[src/rtl/hs_bus_amba_axi_wr_sub.sv]
// AXI4 write-channel subordinate. It accepts one AW/W/B transaction at a time
// and turns the accepted W beats into writes on a single-port SRAM-style port.
//
// The shared AXI encodings live in the package at the top of this file, so
// the block compiles on its own.
//
// Ports:
//   clk, rst                 clock; synchronous active-high reset
//   aw*  (id/addr/len/size/burst/valid/ready)   write address channel
//   w*   (data/strb/last/valid/ready)           write data channel
//   b*   (id/resp/valid/ready)                  write response channel
//   mem_we/mem_addr/mem_wdata/mem_wstrb         registered memory write port
//                                               (1-cycle write latency)

package hs_bus_amba_axi_typedefs_pkg;
  typedef enum logic [1:0] {OKAY = 2'b00, EXOKAY = 2'b01, SLVERR = 2'b10, DECERR = 2'b11} bresp_2b_e;
  typedef enum logic [1:0] {FIXED = 2'b00, INCR = 2'b01, WRAP = 2'b10, RESERVED = 2'b11} axburst_e;

  // AxSIZE encoding of a full-width beat on a data bus of the given width.
  function automatic logic [2:0] get_axsize(input int unsigned data_width);
    return 3'($clog2(data_width / 8));
  endfunction
endpackage

module hs_bus_amba_axi_wr_sub
  import hs_bus_amba_axi_typedefs_pkg::*;
#(
  parameter int ADDR_WIDTH     = 32,
  parameter int DATA_WIDTH     = 32,
  parameter int ID_WIDTH       = 4,
  parameter int MEM_ADDR_WIDTH = 10
) (
  input  logic                      clk,
  input  logic                      rst,
  input  logic [ID_WIDTH-1:0]       awid,
  input  logic [ADDR_WIDTH-1:0]     awaddr,
  input  logic [7:0]                awlen,
  input  logic [2:0]                awsize,
  input  axburst_e                  awburst,
  input  logic                      awvalid,
  output logic                      awready,
  input  logic [DATA_WIDTH-1:0]     wdata,
  input  logic [DATA_WIDTH/8-1:0]   wstrb,
  input  logic                      wlast,
  input  logic                      wvalid,
  output logic                      wready,
  output logic [ID_WIDTH-1:0]       bid,
  output bresp_2b_e                 bresp,
  output logic                      bvalid,
  input  logic                      bready,
  output logic                      mem_we,
  output logic [MEM_ADDR_WIDTH-1:0] mem_addr,
  output logic [DATA_WIDTH-1:0]     mem_wdata,
  output logic [DATA_WIDTH/8-1:0]   mem_wstrb
);
  localparam int OFF_W = $clog2(DATA_WIDTH / 8);
  localparam int DEC_W = MEM_ADDR_WIDTH + OFF_W;
  localparam logic [2:0] MAX_SIZE = get_axsize(DATA_WIDTH);
  // Address bits above the decoded byte range; all-zero when the range covers the bus.
  localparam logic [ADDR_WIDTH-1:0] HI_MASK = ~((ADDR_WIDTH'(1) << DEC_W) - ADDR_WIDTH'(1));

  typedef enum logic [1:0] {IDLE, DATA, RESP} state_e;

  typedef struct packed {
    logic [ID_WIDTH-1:0]   id;
    logic [ADDR_WIDTH-1:0] addr;   // current beat address, advanced per beat
    logic [7:0]            len;
    logic [2:0]            size;
    axburst_e              burst;
  } aw_req_t;

  state_e    state, state_nxt;
  aw_req_t   aw_q;
  logic [7:0] cnt_q;
  bresp_2b_e err_q, aw_err, beat_err;
  logic      aw_hs, w_hs;

  // ---------------- AW classification ----------------
  // 4KB check uses the size-aligned start offset within the page
  // (assumes ADDR_WIDTH >= 12).
  logic [11:0] aw_smask;
  logic [16:0] aw_end;
  logic        aw_cross;
  assign aw_smask = 12'((13'd1 << awsize) - 13'd1);
  assign aw_end   = 17'(awaddr[11:0] & ~aw_smask) + ((17'(awlen) + 17'd1) << awsize);
  assign aw_cross = aw_end > 17'd4096;

  always_comb begin
    aw_err = OKAY;
    if ((awaddr & HI_MASK) != '0)
      aw_err = DECERR;
    else if (awsize > MAX_SIZE || awburst == RESERVED ||
             (awburst == WRAP && !(awlen inside {8'd1, 8'd3, 8'd7, 8'd15})) ||
             (awburst == INCR && aw_cross))
      aw_err = SLVERR;
  end

  // ---------------- beat address generation ----------------
  logic [ADDR_WIDTH-1:0] step, addr_al, addr_inc, wrap_msk, addr_nxt;
  assign step     = ADDR_WIDTH'(1) << aw_q.size;
  assign addr_al  = aw_q.addr & ~(step - ADDR_WIDTH'(1));
  assign addr_inc = addr_al + step;
  assign wrap_msk = ((ADDR_WIDTH'(aw_q.len) + ADDR_WIDTH'(1)) << aw_q.size) - ADDR_WIDTH'(1);

  always_comb begin
    addr_nxt = addr_inc;
    case (aw_q.burst)
      FIXED:   addr_nxt = aw_q.addr;
      WRAP:    addr_nxt = (addr_al & ~wrap_msk) | (addr_inc & wrap_msk);
      default: addr_nxt = addr_inc;
    endcase
  end

  // Length mismatch turns the response into SLVERR (DECERR is kept). Once a
  // beat at count==len arrives without wlast the error sticks, so every later
  // beat up to wlast is consumed with the write suppressed.
  always_comb begin
    beat_err = err_q;
    if (err_q != DECERR) begin
      if (wlast && cnt_q != aw_q.len)       beat_err = SLVERR;
      else if (!wlast && cnt_q == aw_q.len) beat_err = SLVERR;
    end
  end

  // ---------------- FSM ----------------
  always_ff @(posedge clk) begin
    if (rst) state <= IDLE;
    else     state <= state_nxt;
  end

  always_comb begin
    state_nxt = state;
    awready   = 1'b0;
    wready    = 1'b0;
    bvalid    = 1'b0;
    case (state)
      IDLE: begin
        awready = ~rst;
        if (awvalid && !rst) state_nxt = DATA;
      end
      DATA: begin
        wready = 1'b1;
        if (wvalid && wlast) state_nxt = RESP;
      end
      RESP: begin
        bvalid = 1'b1;
        if (bready) state_nxt = IDLE;
      end
      default: state_nxt = IDLE;
    endcase
  end

  assign aw_hs = awvalid & awready;
  assign w_hs  = wvalid & wready;
  assign bid   = aw_q.id;
  assign bresp = err_q;

  // ---------------- datapath / memory port ----------------
  always_ff @(posedge clk) begin
    if (rst) begin
      aw_q      <= '0;
      cnt_q     <= '0;
      err_q     <= OKAY;
      mem_we    <= 1'b0;
      mem_addr  <= '0;
      mem_wdata <= '0;
      mem_wstrb <= '0;
    end else begin
      mem_we <= 1'b0;
      if (aw_hs) begin
        aw_q  <= '{id: awid, addr: awaddr, len: awlen, size: awsize, burst: awburst};
        cnt_q <= '0;
        err_q <= aw_err;
      end
      if (w_hs) begin
        cnt_q     <= cnt_q + 8'd1;
        aw_q.addr <= addr_nxt;
        err_q     <= beat_err;
        if (err_q == OKAY) begin
          mem_we    <= 1'b1;
          mem_addr  <= MEM_ADDR_WIDTH'(aw_q.addr >> OFF_W);
          mem_wdata <= wdata;
          mem_wstrb <= wstrb;
        end
      end
    end
  end
endmodule

[config.mk]
export PLATFORM = sky130hd
export DESIGN_NAME = hs_bus_amba_axi_wr_sub
export DESIGN_NICKNAME = d
export VERILOG_FILES = /design/src/rtl/hs_bus_amba_axi_wr_sub.sv
export SDC_FILE = /design/constraint.sdc
export NUM_CORES = 1
export LEC_CHECK = 0
export BUFFER_PORTS_ARGS = -buffer_cell sky130_fd_sc_hd__buf_2
export CORE_MARGIN = 2
export CORE_UTILIZATION = 55
export CTS_CLUSTER_SIZE = 28
export DETAILED_ROUTE_END_ITERATION = 7
export GPL_TIMING_DRIVEN = 1
export PLACE_DENSITY = 0.81
export SYNTH_ARGS = -nofsm -noshare
export SYNTH_HDL_FRONTEND = slang
export SYNTH_SLANG_ARGS = --single-unit
[constraint.sdc]
create_clock -name clk -period 5.9 [get_ports clk]
set_input_delay 0.885 -clock clk [delete_from_list [all_inputs] [get_ports clk]]
set_output_delay 0.885 -clock clk [all_outputs]
set_load 0.01 [all_outputs]
# After elaboration in Yosys (flattened, before gate mapping)
# Cells that the tools add are included.
# totals
inputBits	91
regBits	108
out_inout_bits	56
# op_classes
n_shift	4
eq_ne	19
addsub	8
mux	20
bitwise	12
order_cmp	2
n_reduce_logical	23
# ops
op	count
AND 32 bit	3
inverter 32 bit	2
one-hot mux 32 bit (2 select lines)	1
subtractor 32 x 1 -> 32 bit (second input constant)	2
2-to-1 mux 45 bit	1
adder 32 bit	1
2-to-1 mux 32 bit	1
OR 32 bit	1
nonzero test 32 bit	1
<< shifter 1 x 3 -> 32 bit (first input constant)	1
<< shifter 9 x 3 -> 32 bit	1
2-to-1 mux 2 bit	10
adder 8 x 1 -> 9 bit (second input constant)	2
adder 17 bit	1
AND 12 x 17 -> 17 bit	1
greater-than comparator 17 x 13 -> 1 bit (second input constant)	1
inverter 12 -> 17 bit	1
<< shifter 9 x 3 -> 17 bit	1
2-to-1 mux 8 bit	2
<< shifter 1 x 3 -> 12 bit (first input constant)	1
subtractor 12 x 1 -> 12 bit (second input constant)	1
!= test 2 bit (second input constant)	5
adder 8 x 1 -> 8 bit (second input constant)	1
== test 2 bit (second input constant)	4
23 further kinds	42

# Longest topological paths before layout
# Gate-level depths: netlist (run 1).
# logic_depth
ltp_word	12
depth_mapped	19

# Least setup slack after synthesis (run 1)
# Ideal clock, no wire load.
# synth_path
path_type	input port to flip-flop
from	input port awsize[1]
to	register err_q[1] (netlist: bresp[1])
arrival_ns	4.232
stages	16
setup_time_ns	0.128
t_required_ns	5.772
n_path_buf	3
path_slack_ns	1.541
cell_sequence	clkbuf_1 buf_1 clkbuf_1 nand3_1 ha_1 and2_1 ha_1 nor2b_1 o21a_1 or3_1 nor2b_1 or3_1 a2111oi_0 nand4_1 o22ai_1 a31oi_1
# synth_between
elab_chain_len	12
elab_cells_between_ends	16
classes_between	add/sub: 2; order compare: 2; shift: 2; mux: 4; bitwise: 2; reduce/logical: 4
# synth_rtl
element	line_no	rtl
start, declared	38	input logic [2:0] awsize,
<< shifter 1 x 3 -> 12 bit	84	assign aw_smask = 12'((13'd1 << awsize) - 13'd1);
subtractor 12 x 1 -> 12 bit	84	
inverter 12 -> 17 bit	85	assign aw_end = 17'(awaddr[11:0] & ~aw_smask) + ((17'(awlen) + 17'd1) << awsize);
AND 12 x 17 -> 17 bit	85	
adder 17 bit	85	
greater-than comparator 17 x 13 -> 1 bit	86	assign aw_cross = aw_end > 17'd4096;
logical AND 1 bit	94	(awburst == INCR && aw_cross))
logical OR 1 bit (*)	93	(awburst == WRAP && !(awlen inside {8'd1, 8'd3, 8'd7, 8'd15})) ||
2-to-1 mux 2 bit (*)	92	else if (awsize > MAX_SIZE || awburst == RESERVED ||
2-to-1 mux 2 bit (*)	90	if ((awaddr & HI_MASK) != '0)
2-to-1 mux 2 bit (*)	170	if (aw_hs) begin
2-to-1 mux 2 bit (*)	175	if (w_hs) begin
end signal, assigned	173	err_q <= aw_err;
end signal, assigned	178	err_q <= beat_err;
end, declared	75	bresp_2b_e err_q, aw_err, beat_err;
# Every way passes the cells marked *; elsewhere a longest branch is shown, timed or not. The select of a mux whose other input is x is not followed.
# A chain may end at the register's enable or synchronous reset.

# Final worst setup path (run 1)
# layout_path
from	input port awlen[0]
to	register err_q[1] (netlist: bresp[1])
# layout_between
elab_chain_len	10
elab_cells_between_ends	18
classes_between	add/sub: 2; order compare: 1; eq/ne: 4; shift: 1; mux: 4; reduce/logical: 6
# layout_rtl
element	line_no	rtl
start, declared	37	input logic [7:0] awlen,
adder 8 x 1 -> 9 bit (tied with other cells)	85	
<< shifter 9 x 3 -> 17 bit / nonzero test 4 bit (equally long branches)	85, 93	
adder 17 bit / zero test 1 bit (equally long branches)	85, 93	
greater-than comparator 17 x 13 -> 1 bit / logical AND 1 bit (equally long branches)	86, 93	
logical AND 1 bit / logical OR 1 bit (equally long branches)	94, 92	
logical OR 1 bit (*)	93	
2-to-1 mux 2 bit (*)	92	
2-to-1 mux 2 bit (*)	90	
2-to-1 mux 2 bit (*)	170	
2-to-1 mux 2 bit (*)	175	
# Marks and branches as above.

==> results_dict.tcl, run 1 <==
set metrics [dict create \
    status "finished, final reports clean" \
    die_w_um 112 \
    fin_tns_setup_ns 0 \
    grt_pass1_vias 6056 \
    setup.worst_path.start_class "primary input" \
    via_count 6739 \
    syn_nets 1014 \
    gp_congestion 0.916 \
    clk_latency_ns 0.35 \
    cp-endpoint "bresp[1]$_SDFFE_PP0P_" \
    final_util_pct 64.6 \
    reg2reg_to "aw_q[23]$_SDFFE_PP0P_" \
    cp_slowest_cell "ha_1" \
    cts.path.max_buffers 2 \
    cts_resized 0 \
    powerDensity_nw_per_um2 221 \
    hold_viol 0 \
    final_antenna_net_count 0 \
    fmax_mhz 235 \
    worst_slew_pin_slew_ns 0.990 \
    yosysWarnings 0 \
    path_max_fanout 12 \
    path_cells "buf_2 -> ha_1 -> xor2_1 -> nand2_1 -> o21ai_0 -> o21ai_0 -> nor2_1 -> ha_1 -> and3_1 -> a221o_1 -> o21ai_0 -> o21ai_0 -> or2_2 -> a21boi_0 -> o221ai_1 -> a31oi_1" \
    postCtsSetupBuffers 0 \
    cts-root-buf "clkbuf_16" \
    r2r-start "aw_q[4]$_SDFFE_PP0P_" \
    crit_path_frequent_cell "o21ai_0" \
    grt_max_degree 76 \
    drt_iter0_markers 513 \
    slew_headroom_pct 33.9 \
    core-area_um2 11400 \
    required_ns 6.18 \
    drcViolationCount 0 \
    drv_slew 0 \
    leakagePower_uw 0.00317 \
    rsz0062_at_grt "no" \
    vias_per_cell 5.91 \
    dp_hpwl_um 13100 \
    grt_pass1_wl_um 29200 \
    synth_area_um2 6440 \
    fin_worst_skew_ns 0.00996 \
    min_path_type "reg2reg" \
    finalSetupViolCount 0 \
    crit_path_start "awlen[0]" \
    cts_sinks 88 \
    met3_length_um 1090 \
    routed.top_layer "met4" \
    cts_buffers 9 \
    cts_tree "yes" \
    period_needed_ns 4.25 \
    pin_count 147 \
    dieArea_um2 12600 \
    endpoint_kind "flip-flop" \
    m1WireLength_um 7910 \
    wl_per_cell_um 15.5 \
    layout.nets 1109 \
    clk_pin_slew_ns 0.07 \
    maxCapViolCount 0 \
    num_rows 39 \
    syn_inst 898 \
    path_class "in2reg" \
    drt_wl_total_um 17700 \
    route.met2.wl_um 8320 \
    drt_first_pass_iters 5 \
    drive_gt1_share_pct 19.4 \
    ys.flop_type "dfxtp_1" \
    ys_async_sr_fraction_pct 0 \
    die_height_um 112 \
    synth_cell_types 76 \
    r2r_cells 14 \
    grt_use_total_pct 27.8 \
    hold_buffers 0 \
    h-tree-depth 3 \
    max_stage_delay_ns 0.46 \
    grt.overflow.total 0 \
    synth_seq_cells 88 \
    cp.arrival_ns 4.53 \
    ys_seq_area_share_pct 27.4 \
    holdPathStages 2 \
    antenna_found_initial 0 \
    port_buffers 146 \
    areaGrowthSynthToFinish_pct 14.5 \
    synth_area_per_cell_um2 7.17 \
    synth_edf_count 0 \
    ir_drop_uv 164 \
    r2r_slack_ns 2.23 \
    start_util_pct 56.4 \
    timing.final.crit_share_pct 72.1 \
    n_antenna_cell 0 \
]
registers in the layout, summed over array words and instances, names as in the netlist:
register,count
state,2
bid,4
mem_addr,10
bresp,2
aw_q,25
mem_wdata,32
mem_we,1
cnt_q,8
mem_wstrb,4
per-layer routing:
layer  vias up  track usage [%]
li1       3402                -
met1      3077             38.3
met2       228             45.8
met3        32             3.24
met4         0             8.62
met5         -                0
how the worst min path moves through the flow:
stage                                          start                         end  slack (ns)
after floorplan                  bid[0]$_SDFFE_PP0P_         bid[0]$_SDFFE_PP0P_        0.43
after global placement    mem_wdata[26]$_SDFFE_PP0P_  mem_wdata[26]$_SDFFE_PP0P_        0.44
after detailed placement    mem_addr[6]$_SDFFE_PP0P_    mem_addr[6]$_SDFFE_PP0P_        0.44
after CTS                 mem_wdata[25]$_SDFFE_PP0P_  mem_wdata[25]$_SDFFE_PP0P_        0.45
after global routing      mem_wdata[21]$_SDFFE_PP0P_  mem_wdata[21]$_SDFFE_PP0P_        0.47
final                     mem_wdata[14]$_SDFFE_PP0P_  mem_wdata[14]$_SDFFE_PP0P_        0.45
metrics by stage:
stage	cells	hold slack (ns)	instance area, um^2	worst slack (ns)	power, uW
CTS	1141	0.452	7370	1.70	1630
floorplan	898	0.434	6440	1.54	981
finish	1141	0.450	7370	1.65	1630
global route	1141	0.470	7370	1.25	1710
global placement	1125	0.439	7090	1.49	1090
detailed placement	1125	0.443	7090	1.35	1100
report_power, final:
part | switching, uW | internal [uW]
Clock | 245 | 291
Combinational | 265 | 174
Sequential | 31.3 | 622
Total | 542 | 1090
cells in the mapped netlist (all sizes together), types with 4 or more instances:
master	number	area, um^2
a2111oi	4	47.6
a211oi	13	97.6
a21o	6	45.0
a21oi	98	490
a22oi	5	42.5
a31oi	14	87.6
and2	13	81.3
and3	9	56.3
and4	6	52.6
buf	28	165
clkbuf	43	161
dfxtp	88	1760
ha	24	300
inv	19	71.3
mux2i	8	80.1
nand2	180	676
nand2b	6	37.5
nand3	38	203
nand4	8	65.1
nor2	57	214
nor2b	14	87.6
nor3	21	116
nor4	12	75.1
o211ai	9	67.6
o21ai	46	230
o31ai	5	51.3
or2	9	58.8
or3	11	68.8
xnor2	21	191
xor2	16	140
kinds of logic (layout without fill, tap and decap cells):
logic type,after synthesis,count (layout),synth area share [%]
AO/OA/AOI/OAI,244,244,24.2
buffers and inverters,90,190,6.18
XOR/XNOR,37,37,5.15
AND/OR/NAND/NOR,402,402,30.2
flip-flops,88,88,27.4
multiplexers,11,11,1.77
adder cells (fa/ha/maj),26,26,5.13
area by class of cell:
cell class | instances | area [um^2]
tap | 143 | 179
fill | 1063 | 4050
sequential | 88 | 1760
multi-input combinational | 720 | 4280
clock inverter | 6 | 50.0
inverter | 19 | 71.3
clock buffer | 10 | 229
timing repair buffer | 155 | 798
cells in the final DEF (no fill, tap or decap), types with 11 or more instances in the layout:
master	instances
nor4_1	12
ha_1	24
nand3_1	37
nor2b_1	14
or3_1	11
a21oi_1	98
and2_1	13
nor3_1	19
xor2_1	16
nor2_1	57
a211oi_1	13
o21ai_0	44
inv_1	19
dfxtp_1	88
a31oi_1	14
xnor2_1	20
nand2_1	180
buf_2	146
worst max-delay path: cells and delay by family:
kind	cells	cell delay, ns
adder cells (fa/ha/maj)	2	0.82
AO/OA/AOI/OAI	8	1.79
XOR/XNOR	1	0.17
AND/OR/NAND/NOR	4	0.69
buffers and inverters	1	0.18
Note: power is estimated with default switching activity, not from simulation.
==> run 2, diff against run 1 <==
Settings changed: CORE_UTILIZATION 55 to 50, PLACE_DENSITY 0.81 to 0.78.
Clock period 5.9 ns to 3.7 ns, I/O delays scaled along.
==> run 2 against run 1 <==
Against the previous run: largest power group unchanged; routed wire length up 8.3%; highest routed layer unchanged; via count rose by 4.5%; non-clock buffer count grew 48; global-route usage shrank 0.86 points; combinational power rose by 79%; clock skew is 0.0053 ns lower; count of clock-buffer cells in the layout fell by 1; critical path depth grew 3.
==> results_dict.tcl, run 2 (same netlist as run 1, synthesis figures left out) <==
set metrics [dict create \
    grt_pass1_vias 6448 \
    drv_slew 0 \
    start_util_pct 51.0 \
    reg_top3 "mem_wdata: 32 flops, aw_q: 25 flops, mem_addr: 10 flops" \
    largest_reg_flops 32 \
    multi_input_area_um2 4340 \
    drive_gt1_share_pct 24.3 \
    final_common_cell "nand2_1" \
    hold_viol 0 \
    worst_slew_pin_slew_ns 0.880 \
    dieArea_um2 13800 \
    seq_power_share_pct 37.3 \
    p_int_uw 1870 \
    setup.worst_path.start_class "primary input" \
    cts_buffers 9 \
    path_class "in2reg" \
    leakagePower_uw 0.00344 \
    vias_per_cell 5.78 \
    antenna_found_initial 0 \
    hold_buffers 0 \
    clk_latency_ns 0.35 \
    clkPwrFrac_pct 34.7 \
    seq_area_um2 1760 \
    required_ns 3.98 \
    h-tree-depth 3 \
    areaGrowthSynthToFinish_pct 22.1 \
    rsz0062_at_grt "yes" \
    die_w_um 117 \
    slew_headroom_pct 41.2 \
    fmax_mhz 286 \
    via_count 7043 \
    cts.path.max_buffers 2 \
    place_inst 1202 \
    instances_no_fill 1218 \
    period_needed_ns 3.50 \
    dp_hpwl_um 14300 \
    final_cell_mix "nand2_1 (180), buf_2 (146), a21oi_1 (97)" \
    postCtsSetupBuffers 0 \
    wl_per_cell_um 15.7 \
    cts_tree "yes" \
    num_rows 41 \
    drt_wl_total_um 19200 \
    final_antenna_net_count 0 \
    die_height_um 117 \
    grt_pass1_wl_um 30800 \
    cts_sinks 88 \
    core-area_um2 12600 \
    regMostFlops "mem_wdata" \
    grt.overflow.total 0 \
    min_path_type "in2reg" \
    port_buffers 146 \
    ir_drop_uv 243 \
    pin_count 147 \
    cts-root-buf "clkbuf_16" \
    endpoint_kind "flip-flop" \
    clk_pin_slew_ns 0.07 \
    drt_iter0_markers 509 \
    timing.final.crit_share_pct 94.5 \
    nFillCells 1166 \
    fin_worst_skew_ns 0.00470 \
    net-switching-power_uw 932 \
    cts_resized 0 \
    status "finished, final reports clean" \
    path_max_fanout 5 \
    finish.instance_area_um2 7860 \
    finalSetupViolCount 0 \
    powerDensity_nw_per_um2 356 \
    whs_ns 0.387 \
    fin_tns_setup_ns 0 \
    p_comb_share_pct 28.0 \
    grt_use_total_pct 26.9 \
    cp.arrival_ns 3.77 \
    postPlaceCellArea_um2 7490 \
    n_antenna_cell 0 \
    layout.nets 1157 \
    maxCapViolCount 0 \
    power.share.switching_pct 33.3 \
    final_util_pct 62.3 \
    drt_first_pass_iters 5 \
    grt_max_degree 76 \
    gp_congestion 0.976 \
    drcViolationCount 0 \
]
==> run 2: changes by cell type in the layout (fill, tap and decap cells not counted), moves of 2 or more <==
cell,change
o21ai_0,-4
nor3_1,-2
buf_4,+48
o21ai_1,+4
inv_8,+2
nor3_2,+2
==> run 2: worst paths after layout <==
check,slack (ns),to,startpoint,depth (start not counted)
worst max register to register,0.30,aw_q[23]$_SDFFE_PP0P_,aw_q[3]$_SDFFE_PP0P_,12
worst min register to register,0.45,bid[2]$_SDFFE_PP0P_,bid[2]$_SDFFE_PP0P_,2
worst min-delay path,0.39,bid[2]$_SDFFE_PP0P_,awid[2],3
worst max-delay path,0.20,bresp[1]$_SDFFE_PP0P_,awlen[0],19
==> run 2: through the flow <==
stage	power [uW]	setup WS, ns
final	2800	0.203
after global routing	2920	-0.0172
after CTS	2780	0.124
after detailed placement	1820	-0.236
after global placement	1810	-0.129
after floorplan	1570	0.00703
==> run 2: worst max-delay path, stage by stage <==
cell	delay [ns]
buf_2	0.13
ha_1	0.25
buf_4	0.17
buf_4	0.14
a311oi_1	0.24
a211oi_1	0.08
buf_4	0.15
mux2_2	0.27
nor2_1	0.09
a21oi_1	0.07
ha_1	0.34
o211ai_1	0.11
o21ai_0	0.10
o21ai_1	0.12
o21ai_0	0.13
or2_2	0.32
a21boi_0	0.17
o221ai_1	0.17
a31oi_1	0.17
==> run 2: power by group through the flow <==
stage	combinational (uW)	clock (uW)	sequential [uW]
final	785	970	1040
after floorplan	518	0	1050
after CTS	763	970	1040
after global placement	750	0	1060
after global routing	859	1010	1050
after detailed placement	758	0	1060
==> run 2: per-layer routing <==
layer / GRT usage, % / share of wire, % / vias up / wire length [um]
li1: - / - / 3477 / -
met1: 34.2 / 44 / 3307 / 8390
met2: 46.7 / 48 / 226 / 9220
met3: 3.78 / 5.9 / 33 / 1130
met4: 9.56 / 2.2 / 0 / 431
met5: 0 / 0 / - / 0
==> run 2: final cells by class <==
class / instances / share of cell area, %
timing repair buffer: 203 / 14.7
tap: 172 / 2.74
inverter: 19 / 0.907
clock buffer: 9 / 2.87
multi-input combinational: 720 / 55.2
sequential: 88 / 22.4
clock inverter: 7 / 1.10
